File: config.mk
export PLATFORM = sky130hd
export DESIGN_NAME = cpl_req_arbiter
export DESIGN_NICKNAME = d
export VERILOG_FILES = /design/src/rtl/cpl_arb_pkg.sv /design/src/rtl/ur_req_fifo.sv /design/src/rtl/cpl_req_arbiter.sv
export SDC_FILE = /design/constraint.sdc
export NUM_CORES = 1
export LEC_CHECK = 0
export BUFFER_PORTS_ARGS = -buffer_cell sky130_fd_sc_hd__buf_2
export CELL_PAD_IN_SITES_DETAIL_PLACEMENT = 1
export CELL_PAD_IN_SITES_GLOBAL_PLACEMENT = 1
export CORE_ASPECT_RATIO = 0.8
export CORE_UTILIZATION = 42
export DETAILED_ROUTE_END_ITERATION = 8
export PLACE_DENSITY_LB_ADDON = 0.1
export SKIP_LAST_GASP = 1
export SLEW_MARGIN = 20
export SYNTH_ARGS = -nofsm -noshare
export SYNTH_HDL_FRONTEND = slang
export SYNTH_SLANG_ARGS = --single-unit
File: constraint.sdc
create_clock -name axis_clk -period 2.9 [get_ports axis_clk]
set_clock_uncertainty 0.05 [all_clocks]
set_input_delay 0.29 -clock axis_clk [delete_from_list [all_inputs] [get_ports axis_clk]]
set_output_delay 0.29 -clock axis_clk [all_outputs]
set_load 0.02 [all_outputs]
File: src/rtl/cpl_arb_pkg.sv
// rtl/cpl_arb_pkg.sv - shared types, UR entry layout and packing helper for the completion arbiter
package cpl_arb_pkg;

  typedef enum logic [2:0] {
    ARB_IDLE       = 3'd0,
    ARB_RD         = 3'd1,
    ARB_UR         = 3'd2,
    ARB_UR_RELEASE = 3'd3
  } arb_state_e;

  typedef enum logic {
    GRANT_RD = 1'b0,
    GRANT_UR = 1'b1
  } grant_src_e;

  localparam int UR_ENTRY_W = 41;

  localparam int UR_TAG_OFF   = 0;
  localparam int UR_TAG_W     = 8;
  localparam int UR_LADDR_OFF = 8;
  localparam int UR_LADDR_W   = 7;
  localparam int UR_FBE_OFF   = 15;
  localparam int UR_FBE_W     = 4;
  localparam int UR_RID_OFF   = 19;
  localparam int UR_RID_W     = 16;
  localparam int UR_TC_OFF    = 35;
  localparam int UR_TC_W      = 3;
  localparam int UR_ATTR_OFF  = 38;
  localparam int UR_ATTR_W    = 3;

  function automatic logic [UR_ENTRY_W-1:0] pack_ur_entry(
    input logic [7:0]  tag,
    input logic [6:0]  lower_addr,
    input logic [3:0]  first_be,
    input logic [15:0] requester_id,
    input logic [2:0]  tc,
    input logic [2:0]  attr
  );
    return {attr, tc, requester_id, first_be, lower_addr, tag};
  endfunction

endpackage

File: src/rtl/ur_req_fifo.sv
// rtl/ur_req_fifo.sv - first-word-fall-through queue of pending UR requests
module ur_req_fifo #(
  parameter int DEPTH = 4,
  parameter int WIDTH = 41
) (
  input  logic                   i_clk,
  input  logic                   i_rst,
  input  logic                   i_push_valid,
  output logic                   o_push_ready,
  input  logic [WIDTH-1:0]       i_push_data,
  output logic                   o_head_valid,
  output logic [WIDTH-1:0]       o_head_data,
  input  logic                   i_pop,
  output logic [$clog2(DEPTH):0] o_count
);

  localparam int AW = $clog2(DEPTH);
  localparam logic [AW:0] FULL_COUNT = (AW+1)'(DEPTH);

  logic [WIDTH-1:0] r_mem [DEPTH];
  logic [AW-1:0]    r_wr_ptr;
  logic [AW-1:0]    r_rd_ptr;
  logic [AW:0]      r_count;
  logic             w_full;
  logic             w_push;
  logic             w_pop;

  assign w_full       = (r_count == FULL_COUNT);
  assign o_push_ready = !w_full && !i_rst;
  assign o_head_valid = (r_count != '0);
  assign o_head_data  = r_mem[r_rd_ptr];
  assign o_count      = r_count;
  assign w_push       = i_push_valid && o_push_ready;
  assign w_pop        = i_pop && o_head_valid;

  always_ff @(posedge i_clk) begin
    if (w_push) begin
      r_mem[r_wr_ptr] <= i_push_data;
    end
  end

  // Power-of-two depth lets the pointers wrap by plain overflow.
  always_ff @(posedge i_clk) begin
    if (i_rst) begin
      r_wr_ptr <= '0;
      r_rd_ptr <= '0;
      r_count  <= '0;
    end else begin
      if (w_push) begin
        r_wr_ptr <= r_wr_ptr + 1'b1;
      end
      if (w_pop) begin
        r_rd_ptr <= r_rd_ptr + 1'b1;
      end
      if (w_push && !w_pop) begin
        r_count <= r_count + 1'b1;
      end else if (w_pop && !w_push) begin
        r_count <= r_count - 1'b1;
      end
    end
  end

endmodule

File: src/rtl/cpl_req_arbiter.sv
// rtl/cpl_req_arbiter.sv - alternating arbiter between read completions and queued UR completions
module cpl_req_arbiter
  import cpl_arb_pkg::*;
#(
  parameter int TCQ           = 1,
  parameter int UR_FIFO_DEPTH = 4
) (
  input  logic                           axis_clk,
  input  logic                           axis_rst,
  input  logic                           rd_cpl_valid,
  output logic                           rd_cpl_ready,
  input  logic [63:0]                    rd_cpl_data,
  input  logic                           ur_in_valid,
  output logic                           ur_in_ready,
  input  logic [7:0]                     ur_in_tag,
  input  logic [6:0]                     ur_in_lower_addr,
  input  logic [3:0]                     ur_in_first_be,
  input  logic [15:0]                    ur_in_requester_id,
  input  logic [2:0]                     ur_in_tc,
  input  logic [2:0]                     ur_in_attr,
  output logic                           axi_cpld_valid,
  input  logic                           axi_cpld_ready,
  output logic [63:0]                    axi_cpld_data,
  output logic                           completion_ur_req,
  input  logic                           completion_ur_done,
  output logic [7:0]                     completion_ur_tag,
  output logic [6:0]                     completion_ur_lower_addr,
  output logic [3:0]                     completion_ur_first_be,
  output logic [15:0]                    completion_ur_requester_id,
  output logic [2:0]                     completion_ur_tc,
  output logic [2:0]                     completion_ur_attr,
  output logic [$clog2(UR_FIFO_DEPTH):0] ur_fifo_count
);

  if (UR_FIFO_DEPTH < 2 || UR_FIFO_DEPTH > 16 ||
      (UR_FIFO_DEPTH & (UR_FIFO_DEPTH - 1)) != 0 || TCQ < 0) begin : g_bad_params
    $error("cpl_req_arbiter: unsupported parameter set");
  end

  arb_state_e            r_state;
  arb_state_e            w_next_state;
  grant_src_e            r_last_grant;
  logic                  r_ur_req;
  logic                  w_rd_xfer;
  logic                  w_ur_pop;
  logic                  w_ur_avail;
  logic                  w_head_valid;
  logic [UR_ENTRY_W-1:0] w_head;
  logic [UR_ENTRY_W-1:0] w_push_entry;

  assign w_push_entry = pack_ur_entry(ur_in_tag, ur_in_lower_addr, ur_in_first_be,
                                      ur_in_requester_id, ur_in_tc, ur_in_attr);

  ur_req_fifo #(
    .DEPTH (UR_FIFO_DEPTH),
    .WIDTH (UR_ENTRY_W)
  ) u_ur_fifo (
    .i_clk        (axis_clk),
    .i_rst        (axis_rst),
    .i_push_valid (ur_in_valid),
    .o_push_ready (ur_in_ready),
    .i_push_data  (w_push_entry),
    .o_head_valid (w_head_valid),
    .o_head_data  (w_head),
    .i_pop        (w_ur_pop),
    .o_count      (ur_fifo_count)
  );

  // A UR grant is withheld while the generator still holds done from the previous one.
  assign w_ur_avail = w_head_valid && !completion_ur_done;

  always_comb begin
    w_next_state = r_state;
    w_rd_xfer    = 1'b0;
    w_ur_pop     = 1'b0;
    case (r_state)
      ARB_IDLE: begin
        if (rd_cpl_valid && w_ur_avail) begin
          w_next_state = (r_last_grant == GRANT_UR) ? ARB_RD : ARB_UR;
        end else if (rd_cpl_valid) begin
          w_next_state = ARB_RD;
        end else if (w_ur_avail) begin
          w_next_state = ARB_UR;
        end
      end
      ARB_RD: begin
        w_rd_xfer = rd_cpl_valid && axi_cpld_ready;
        if (w_rd_xfer) begin
          w_next_state = ARB_IDLE;
        end
      end
      ARB_UR: begin
        if (completion_ur_done) begin
          w_ur_pop     = 1'b1;
          w_next_state = ARB_UR_RELEASE;
        end
      end
      ARB_UR_RELEASE: begin
        if (!completion_ur_done) begin
          w_next_state = ARB_IDLE;
        end
      end
      default: begin
        w_next_state = ARB_IDLE;
      end
    endcase
  end

  always_ff @(posedge axis_clk) begin
    if (axis_rst) begin
      r_state      <= ARB_IDLE;
      r_last_grant <= GRANT_UR;
      r_ur_req     <= 1'b0;
    end else begin
      r_state  <= w_next_state;
      r_ur_req <= (w_next_state == ARB_UR);
      if (w_rd_xfer) begin
        r_last_grant <= GRANT_RD;
      end else if (w_ur_pop) begin
        r_last_grant <= GRANT_UR;
      end
    end
  end

  assign axi_cpld_valid = (r_state == ARB_RD) && rd_cpl_valid;
  assign rd_cpl_ready   = (r_state == ARB_RD) && axi_cpld_ready;
  assign axi_cpld_data  = rd_cpl_data;

  // Head only moves on pop, so the fields hold steady for the whole grant.
  assign completion_ur_req          = r_ur_req;
  assign completion_ur_tag          = w_head[UR_TAG_OFF   +: UR_TAG_W];
  assign completion_ur_lower_addr   = w_head[UR_LADDR_OFF +: UR_LADDR_W];
  assign completion_ur_first_be     = w_head[UR_FBE_OFF   +: UR_FBE_W];
  assign completion_ur_requester_id = w_head[UR_RID_OFF   +: UR_RID_W];
  assign completion_ur_tc           = w_head[UR_TC_OFF    +: UR_TC_W];
  assign completion_ur_attr         = w_head[UR_ATTR_OFF  +: UR_ATTR_W];

endmodule

==> impl_metrics.yaml <==
grt:
  antenna_found_initial: 0
  grt_overflow: 0
  grt_usage: 0.167
  grt_pass1_vias: 3584
  grt_max_degree: 42
  grt_pass1_wl_um: 20800
drt:
  drtPass1Iterations: 6
  ant_nets: 0
  viasPerCell: 5.21
  vias: 3287
  post_drt_wl_per_cell_um: 21.5
  drtIter0Drc: 140
  finalWirelength_um: 13600
  drc: 0
floorplanning:
  die_area_um2: 17600
  io_pins: 223
  die_y_um: 119
  core_area_um2: 16600
  start_util: 0.432
  fp-row-count: 42
  die_w_um: 148
job:
  max-cap-violations: 0
cts:
  path_clk_slew_ns: 0.07
  numClockSinks: 178
  numCtsBuffers: 17
  hold_buffers: 0
  cts_setup_buffers: 0
  tritoncts: "done"
  insertion_delay_ns: 0.42
  postCtsResizedCells: 0
  htree_levels: 4
  root_buffer: "clkbuf_16"
  clockBufferDepth: 2
yosys:
  syn_inst: 356
  async_reset_ff_frac: 0
  synth_fp_nets: 473
  ys_ff_latch: 178
  synth_edf_count: 164
  syn_area_per_cell_um2: 20.1
  synth_area_um2: 7170
  ys_types: 40
  ys_warn_count: 0
  synth_ff_type: "edfxtp_1"
  ys_seq_area_frac: 0.726
sta:
  fmax_mhz: 410
  worst_pin_slew_ns: 0.579
  rsz0062_at_grt: "false"
  slew_violations: 0
  fin_crit_sh: 0.842
  hold_violations: 0
  max_slew_margin: 0.614
  finalCriticalPeriod_ns: 2.44
  fin_tns_setup_ns: 0
  setup_viol: 0
placed_design:
  place_area_um2: 7460
  hpwlAfterDp_um: 8260
  io_buffers: 94
  routabilityCongestion: 0.692
setup_path:
  required_ns: 2.56
  critPathSlowestCell: "dfxtp_4"
  cp_max_fo: 22
  path_cells: "buf_12 > mux4_2 > buf_2"
  slowest_delay_ns: 0.63
  cp-start-kind: "flip-flop"
  cp.buffers_inverters: 2
  end_kind: "output pin"
  cp_top_family: "flip-flops"
  worstSetupPathType: "reg -> out"
  cp_data_arrival_time_ns: 2.10
pwr:
  power_w: 0.00556
  ir_drop_mv: 0.428
  power.density_nw_per_um2: 690
  p_leak_nw: 2.70
finish:
  post_route_cells_drive_above_1_share: 0.448
  area_growth_pct: 12.4
  layout_common_cells: "edfxtp_1, buf_2, mux4_2"
  fin_nets: 515
  layout_commonest_cell: "edfxtp_1"
  design_area_um2: 8060
  n_antenna_cell: 0
run_status:
  status: "complete, no violations"
worst_hold_path:
  min_path_type: "in -> reg"
[routing by layer]
metal / global-route usage / vias to the layer above / part of all wire
li1: - / 1430 / -
met1: 0.191 / 1683 / 0.39
met2: 0.273 / 106 / 0.51
met3: 0.0471 / 68 / 0.061
met4: 0.112 / 0 / 0.042
met5: 0 / - / 0
[state kept, by name, indices dropped and copies added (netlist names), named ones only]
name	cells
u_ur_fifo.r_rd_ptr	2
r_state	3
u_ur_fifo.r_mem	164
completion_ur_req	1
r_last_grant	1
u_ur_fifo.r_wr_ptr	2
u_ur_fifo.o_count	3
[worst paths after layout]
path | end | depth (start not counted) | slack [ns] | from
worst min-delay path | u_ur_fifo.r_mem[3][40] | 1 | 0.02 | ur_in_attr[2]
worst min register to register | u_ur_fifo.r_wr_ptr[0] | 2 | 0.47 | u_ur_fifo.r_wr_ptr[0]
worst max-delay path | completion_ur_requester_id[1] | 3 | 0.46 | flip-flop
worst max register to register | u_ur_fifo.o_count[2] | 8 | 0.57 | u_ur_fifo.o_count[0]
[final cells by class]
cell class	count	area (um^2)
clock buffer	17	425
clock inverter	15	170
fill	1560	8550
inverter	5	18.8
multi-input combinational	96	1370
sequential	178	5210
tap	220	275
timing repair buffer	100	591
[metrics by stage]
step / std cells / setup WS (ns) / hold WS, ns / utilization
2_1_floorplan: 356 / 0.459 / 0.339 / -
3_3_place_gp: 599 / 0.644 / 0.451 / 0.449
3_5_place_dp: 599 / 0.558 / 0.460 / 0.449
4_1_cts: 631 / 0.381 / 0.00396 / 0.485
5_1_grt: 631 / 0.317 / 0.00768 / 0.485
6_report: 631 / 0.460 / 0.0245 / 0.485
[synthesized netlist by cell type (2+ instances only)]
library cell / count / area (um^2)
nor3_1: 2 / 10.0
and2_1: 5 / 31.3
or3_1: 3 / 18.8
buf_4: 64 / 480
ha_1: 5 / 62.6
buf_2: 5 / 25.0
inv_1: 4 / 15.0
o21ai_0: 2 / 10.0
dfxtp_1: 14 / 280
xor2_1: 2 / 17.5
buf_6: 6 / 67.6
mux4_2: 41 / 923
edfxtp_1: 164 / 4920
nor2_1: 6 / 22.5
nand2_1: 4 / 15.0
mux2i_1: 2 / 20.0
a21oi_1: 4 / 20.0
[cell families (layout without fill, tap and decap cells)]
kind of cell	after synthesis	after routing	share of synthesized area
AO/OA/AOI/OAI	11	11	0.0107
flip-flops	178	178	0.726
AND/OR/NAND/NOR	31	31	0.0297
XOR/XNOR	2	2	0.00244
other	1	1	0.000523
multiplexers	45	45	0.135
adder cells (fa/ha/maj)	6	6	0.0115
buffers and inverters	82	137	0.0836
[where the power goes]
part / internal, W / switching, W / leakage [nW]
logic: 0.000125 / 0.000202 / 0.816
clock network: 0.00129 / 0.00100 / 0.283
registers: 0.00291 / 0.0000324 / 1.60
(Power assumes the default switching activity.)
